**src/rtl/division_scheduler.sv**
```systemverilog
// Round-robin front end that shares one Q8.8 division unit among N_REQ requesters.
// Optional WAIT watchdog enabled by defining DIV_TIMEOUT_EN (aborts with rsp_error).
module division_scheduler #(
    parameter int unsigned N_REQ   = 4,
    parameter int unsigned TIMEOUT = 48
) (
    input  logic                  clk,
    input  logic                  rst,
    input  logic [N_REQ-1:0]      req,
    input  logic [16*N_REQ-1:0]   dividen_in,
    input  logic [16*N_REQ-1:0]   divisor_in,
    output logic [N_REQ-1:0]      grant,
    output logic [N_REQ-1:0]      rsp_valid,
    output logic [15:0]           rsp_result,
    output logic                  rsp_overflow,
    output logic                  rsp_error,
    output logic                  busy,
    output logic                  div_start,
    output logic [15:0]           div_dividen,
    output logic [15:0]           div_divisor,
    input  logic [15:0]           div_result,
    input  logic                  div_overflow,
    input  logic                  div_finish
);

    localparam int unsigned IDX_W = (N_REQ > 1) ? $clog2(N_REQ) : 1;

    if (N_REQ < 2 || N_REQ > 8 || TIMEOUT < 1) begin : g_param_check
        $error("division_scheduler: N_REQ must be 2..8 and TIMEOUT at least 1");
    end

    typedef enum logic [2:0] {IDLE, ISSUE, SETTLE, WAIT, DONE} state_t;

    state_t           state;
    logic [IDX_W-1:0] ptr;
    logic [IDX_W-1:0] winner;
    logic [IDX_W-1:0] pick;
    logic [IDX_W-1:0] cand;
    logic             found;
    int unsigned      slot;
    logic [15:0]      pick_dividen;
    logic [15:0]      pick_divisor;

`ifdef DIV_TIMEOUT_EN
    localparam int unsigned CNT_W = $clog2(TIMEOUT + 1);
    logic [CNT_W-1:0] wait_cnt;
`else
    assign rsp_error = 1'b0;
`endif

    // First requester at or above ptr, searching with wrap-around.
    always_comb begin
        found = 1'b0;
        pick  = '0;
        cand  = '0;
        slot  = 0;
        for (int unsigned k = 0; k < N_REQ; k++) begin
            slot = 32'(ptr) + k;
            if (slot >= N_REQ) begin
                slot = slot - N_REQ;
            end
            cand = IDX_W'(slot);
            if (!found && req[cand]) begin
                found = 1'b1;
                pick  = cand;
            end
        end
    end

    assign pick_dividen = dividen_in[{pick, 4'b0000} +: 16];
    assign pick_divisor = divisor_in[{pick, 4'b0000} +: 16];

    always_ff @(posedge clk or posedge rst) begin
        if (rst) begin
            state        <= IDLE;
            ptr          <= '0;
            winner       <= '0;
            grant        <= '0;
            rsp_valid    <= '0;
            rsp_result   <= '0;
            rsp_overflow <= 1'b0;
            busy         <= 1'b0;
            div_start    <= 1'b0;
            div_dividen  <= '0;
            div_divisor  <= '0;
`ifdef DIV_TIMEOUT_EN
            rsp_error    <= 1'b0;
            wait_cnt     <= '0;
`endif
        end else begin
            grant     <= '0;
            rsp_valid <= '0;
            div_start <= 1'b0;
            unique case (state)
                IDLE: begin
                    if (found) begin
                        winner      <= pick;
                        div_dividen <= pick_dividen;
                        div_divisor <= pick_divisor;
                        ptr         <= (pick == IDX_W'(N_REQ - 1)) ? '0 : pick + 1'b1;
                        grant       <= N_REQ'(1) << pick;
                        div_start   <= 1'b1;
                        busy        <= 1'b1;
                        state       <= ISSUE;
                    end
                end
                ISSUE: begin
                    state <= SETTLE;
                end
                // The divider's finish is still the previous operation's level here.
                SETTLE: begin
`ifdef DIV_TIMEOUT_EN
                    wait_cnt <= '0;
`endif
                    state <= WAIT;
                end
                WAIT: begin
                    if (div_finish) begin
                        rsp_result   <= div_result;
                        rsp_overflow <= div_overflow;
                        rsp_valid    <= N_REQ'(1) << winner;
                        state        <= DONE;
`ifdef DIV_TIMEOUT_EN
                        rsp_error    <= 1'b0;
                    end else if (wait_cnt == CNT_W'(TIMEOUT)) begin
                        rsp_result   <= '0;
                        rsp_overflow <= 1'b0;
                        rsp_error    <= 1'b1;
                        rsp_valid    <= N_REQ'(1) << winner;
                        state        <= DONE;
                    end else begin
                        wait_cnt <= wait_cnt + 1'b1;
`endif
                    end
                end
                DONE: begin
                    busy  <= 1'b0;
                    state <= IDLE;
`ifdef DIV_TIMEOUT_EN
                    rsp_error <= 1'b0;
`endif
                end
                default: begin
                    state <= IDLE;
                end
            endcase
        end
    end

endmodule

```
**config.mk**
```make
export PLATFORM = sky130hd
export DESIGN_NAME = division_scheduler
export DESIGN_NICKNAME = d
export VERILOG_FILES = /design/src/rtl/division_scheduler.sv
export SDC_FILE = /design/constraint.sdc
export NUM_CORES = 1
export LEC_CHECK = 0
export CAP_MARGIN = 20
export CELL_PAD_IN_SITES_DETAIL_PLACEMENT = 2
export CELL_PAD_IN_SITES_GLOBAL_PLACEMENT = 2
export CORE_ASPECT_RATIO = 0.9
export CORE_MARGIN = 5
export CORE_UTILIZATION = 23
export CTS_CLUSTER_DIAMETER = 50
export DETAILED_ROUTE_END_ITERATION = 10
export GPL_TIMING_DRIVEN = 0
export MAX_ROUTING_LAYER = met4
export PLACE_DENSITY_LB_ADDON = 0.1
export SLEW_MARGIN = 20
export SYNTH_ARGS = -nofsm -noshare
export SYNTH_HDL_FRONTEND = slang
export SYNTH_SLANG_ARGS = --single-unit
```
**constraint.sdc**
```tcl
create_clock -name clk -period 4.72 [get_ports clk]
set_clock_uncertainty 0.1 [all_clocks]
set_input_delay 0.944 -clock clk [delete_from_list [all_inputs] [get_ports clk]]
set_output_delay 0.944 -clock clk [all_outputs]
set_load 0.05 [all_outputs]
```
==> run_results.csv <==
group,metric,value,unit
power_and_ir_drop,power.total,4.20,mW
worst_setup_path,required,4.85,ns
worst_setup_path,critPathKind,"primary input to flip-flop",
placed_design,io_buffers,210,
route,wire_per_inst,21.4,um
die,num_rows,44,
clock_tree,clockRootBuffer,"clkbuf_16",
synthesis,syn_area,0.00376,sq mm
synthesis,syn_nets,562,
global_route,grt_overflow,0,
placed_design,dpl_worst_slack,1.25,ns
synthesis,syn_avg_cell_area,9.19,sq um
global_route,grt_first_pass_wirelength,28200,um
synthesis,async_flop_share,100,%
sta,finalMaxSlewViolations,0,
clock_tree,clock-sinks,66,
worst_setup_path,rrSetupSlack,2.31,ns
flow_run,drv_cap,0,
synthesis,synth_area_leaders,"dfrtp_1 (44%), nand3_1 (8.3%), a32oi_1 (7.2%)",
power_and_ir_drop,pwr_density_cell,648,mW/mm^2
global_route,grt_start_max_net_pins,53,
synthesis,yosysTopAreaCell,"dfrtp_1",
clock_tree,clockBufferDepth,2,
route,via_per_inst,5.02,
placed_design,dpl_cell_area,0.00615,sq mm
worst_hold_path,min_from,"rsp_result[15]",
clock_tree,cts-resized-gates,0,
route,ant_nets,0,
synthesis,synth_edf_count,0,
sta,setup_slack,1.63,ns
sta,fin_crit_sh,65.5,%
sta,relSlewSlack,54.9,%
power_and_ir_drop,switching_power,2.03,mW
final_layout,drive_gt1_share,8.18,%
power_and_ir_drop,pwr-share-seq,23.2,%
route,drtIter0Drc,124,
placed_design,gp_congestion,0.779,
sta,layout_min_cycle_time,3.09,ns
final_layout,syn_to_final_growth,72.8,%
power_and_ir_drop,switching_share,48.2,%
power_and_ir_drop,p_leak,2.65,nW
worst_setup_path,critPathMaxFanout,10,
route,drt_wl_total,18100,um
die,fp.dieH,131,um
sta,fmax,323,MHz
synthesis,ys.warnings.count,0,
synthesis,ys_ff_latch,66,
die,die-area,0.0190,sq mm
die,ioPinCount,212,
clock_tree,cts_tree,"yes",
global_route,grt_usage,19.6,%
clock_tree,cts_hold_buf,0,
die,die_x,145,um
synthesis,synth_top_area_share,44.0,%
synthesis,syn_inst,409,
worst_setup_path,crit_path_start_kind,"primary input",
worst_hold_path,hold_class,"flip-flop to flip-flop",
sta,hold_violations,0,
synthesis,ys.flop_type,"dfrtp_1",
power_and_ir_drop,ir_drop,0.339,mV
placed_design,hpwl,13700,um
worst_setup_path,crit_arrival,3.22,ns
sta,tightest_slew,0.676,ns
power_and_ir_drop,clockPowerShare,19.0,%
global_route,grt_pass1_vias,4967,
final_layout,final_area,0.00649,sq mm
synthesis,ys_seq_area_share,44.0,%
sta,tns,0,ns
worst_setup_path,crit_start,"req[3]",
final_layout,nets,784,
power_and_ir_drop,p_int,2.18,mW
clock_tree,clk_latency,0.34,ns
clock_tree,htreeDepth,3,
sta,rsz0062_at_grt,"false",
clock_tree,clk_pin_slew,0.06,ns
route,vias,4233,
clock_tree,post_cts_buffers,0,
status,outcome,"finished, final reports clean",
worst_setup_path,reg2reg_from,"ptr[1]",
clock_tree,cts_buffers,9,
die,initial_core_util,23.4,%
global_route,grt_antenna_before_repair,0,
sta,finalSetupViolations,0,
power_and_ir_drop,power_frac_comb,57.8,%
final_layout,post-route-util,40.4,%
route,dr.pass1.iters,4,
worst_setup_path,endpoint_kind,"flip-flop",
final_layout,antenna_cells,0,
synthesis,synth_cell_types,42,
die,core-area,0.0161,sq mm
route,drc_errors,0,
critical path: stages:
cell and delay (ns):
clkdlybuf4s50_1 0.59, nor2b_1 0.11, o21ai_2 0.31, nand3_2 0.31, inv_2 0.28, buf_2 0.29
ha_1 0.27, nand2_1 0.06, nand2_1 0.05
layout by cell type (no fill, tap or decap), types with 2 or more instances in the layout:
cell and n:
clkdlybuf4s50_1 210, nand2b_1 2, o31ai_1 32, buf_4 7, a21bo_2 10, a32oi_1 31, nor3b_1 2, nand4_1 31
buf_2 3, clkbuf_1 30, inv_4 2, a21bo_1 20, bufinv_16 3, clkinv_2 2, clkbuf_16 9, clkinv_4 2
nor3_1 4, dfrtp_1 66, a21oi_1 3, nand3_1 62, nand2_1 63, nor2_1 12, buf_6 5
sequential cells by signal, summed over array words and instances (netlist names), 2 cells and up:
| signal | cells |
|---|---|
| rsp_valid | 4 |
| div_dividen | 16 |
| winner | 2 |
| state | 3 |
| rsp_result | 16 |
| ptr | 2 |
| div_divisor | 16 |
| grant | 4 |
power groups by stage:
stage	registers, mW	clock network, mW	logic (mW)
final	0.976	0.799	2.43
after global routing	1.01	0.850	2.59
after CTS	0.978	0.824	2.47
after detailed placement	0.982	0	2.46
after global placement	0.968	0	2.40
after floorplan	1.70	0	0.804
final timing paths:
check / end / depth (start not counted)
hold / removal: rsp_result[15] / 2
hold reg to reg: rsp_result[15] / 2
setup / recovery: ptr[1] / 9
setup reg to reg: ptr[1] / 8
max in group asynchronous: rsp_result[13] / 3
min in group asynchronous: div_divisor[5] / 2
metrics by stage:
stage / std cells / hold slack, ns
2_1_floorplan: 409 / 0.352
5_1_grt: 843 / 0.408
3_3_place_gp: 826 / 0.359
6_report: 843 / 0.384
3_5_place_dp: 827 / 0.370
4_1_cts: 843 / 0.386
layout make-up:
class | instances | area, sq um
buffer | 45 | 236
multi-input combinational | 294 | 1850
sequential | 66 | 1650
inverter | 4 | 20.0
clock inverter | 7 | 118
timing repair buffer | 211 | 2130
fill | 1733 | 9580
tap | 207 | 259
clock buffer | 9 | 225
cell usage after synthesis, drive strengths merged (2+ instances only):
master / n
nand3: 63
a32oi: 31
o21ai: 2
dfrtp: 66
o31ai: 32
clkbuf: 30
nor3b: 2
inv: 4
o21a: 2
nor3: 5
nand4: 31
nor2: 12
or2: 2
nand2b: 2
a21bo: 30
nand2: 63
buf: 15
a21oi: 3
metal layers:
layer,global-route usage (%),share of wire [%],vias to the layer above
met5,-,0,-
met3,4.69,5.6,12
met2,32.8,50,113
met1,24.1,43,2119
li1,-,-,1989
met4,4.15,0.94,0
cells by family (layout without fill, tap and decap cells):
| logic type | after synthesis | count (layout) | share of synthesized area (%) |
|---|---|---|---|
| flip-flops | 66 | 66 | 44.0 |
| other | 1 | 1 | 0.0998 |
| multiplexers | 2 | 2 | 0.566 |
| AND/OR/NAND/NOR | 185 | 185 | 24.2 |
| adder cells (fa/ha/maj) | 1 | 1 | 0.333 |
| AO/OA/AOI/OAI | 105 | 105 | 24.0 |
| buffers and inverters | 49 | 276 | 6.76 |
(Power assumes the default switching activity.)
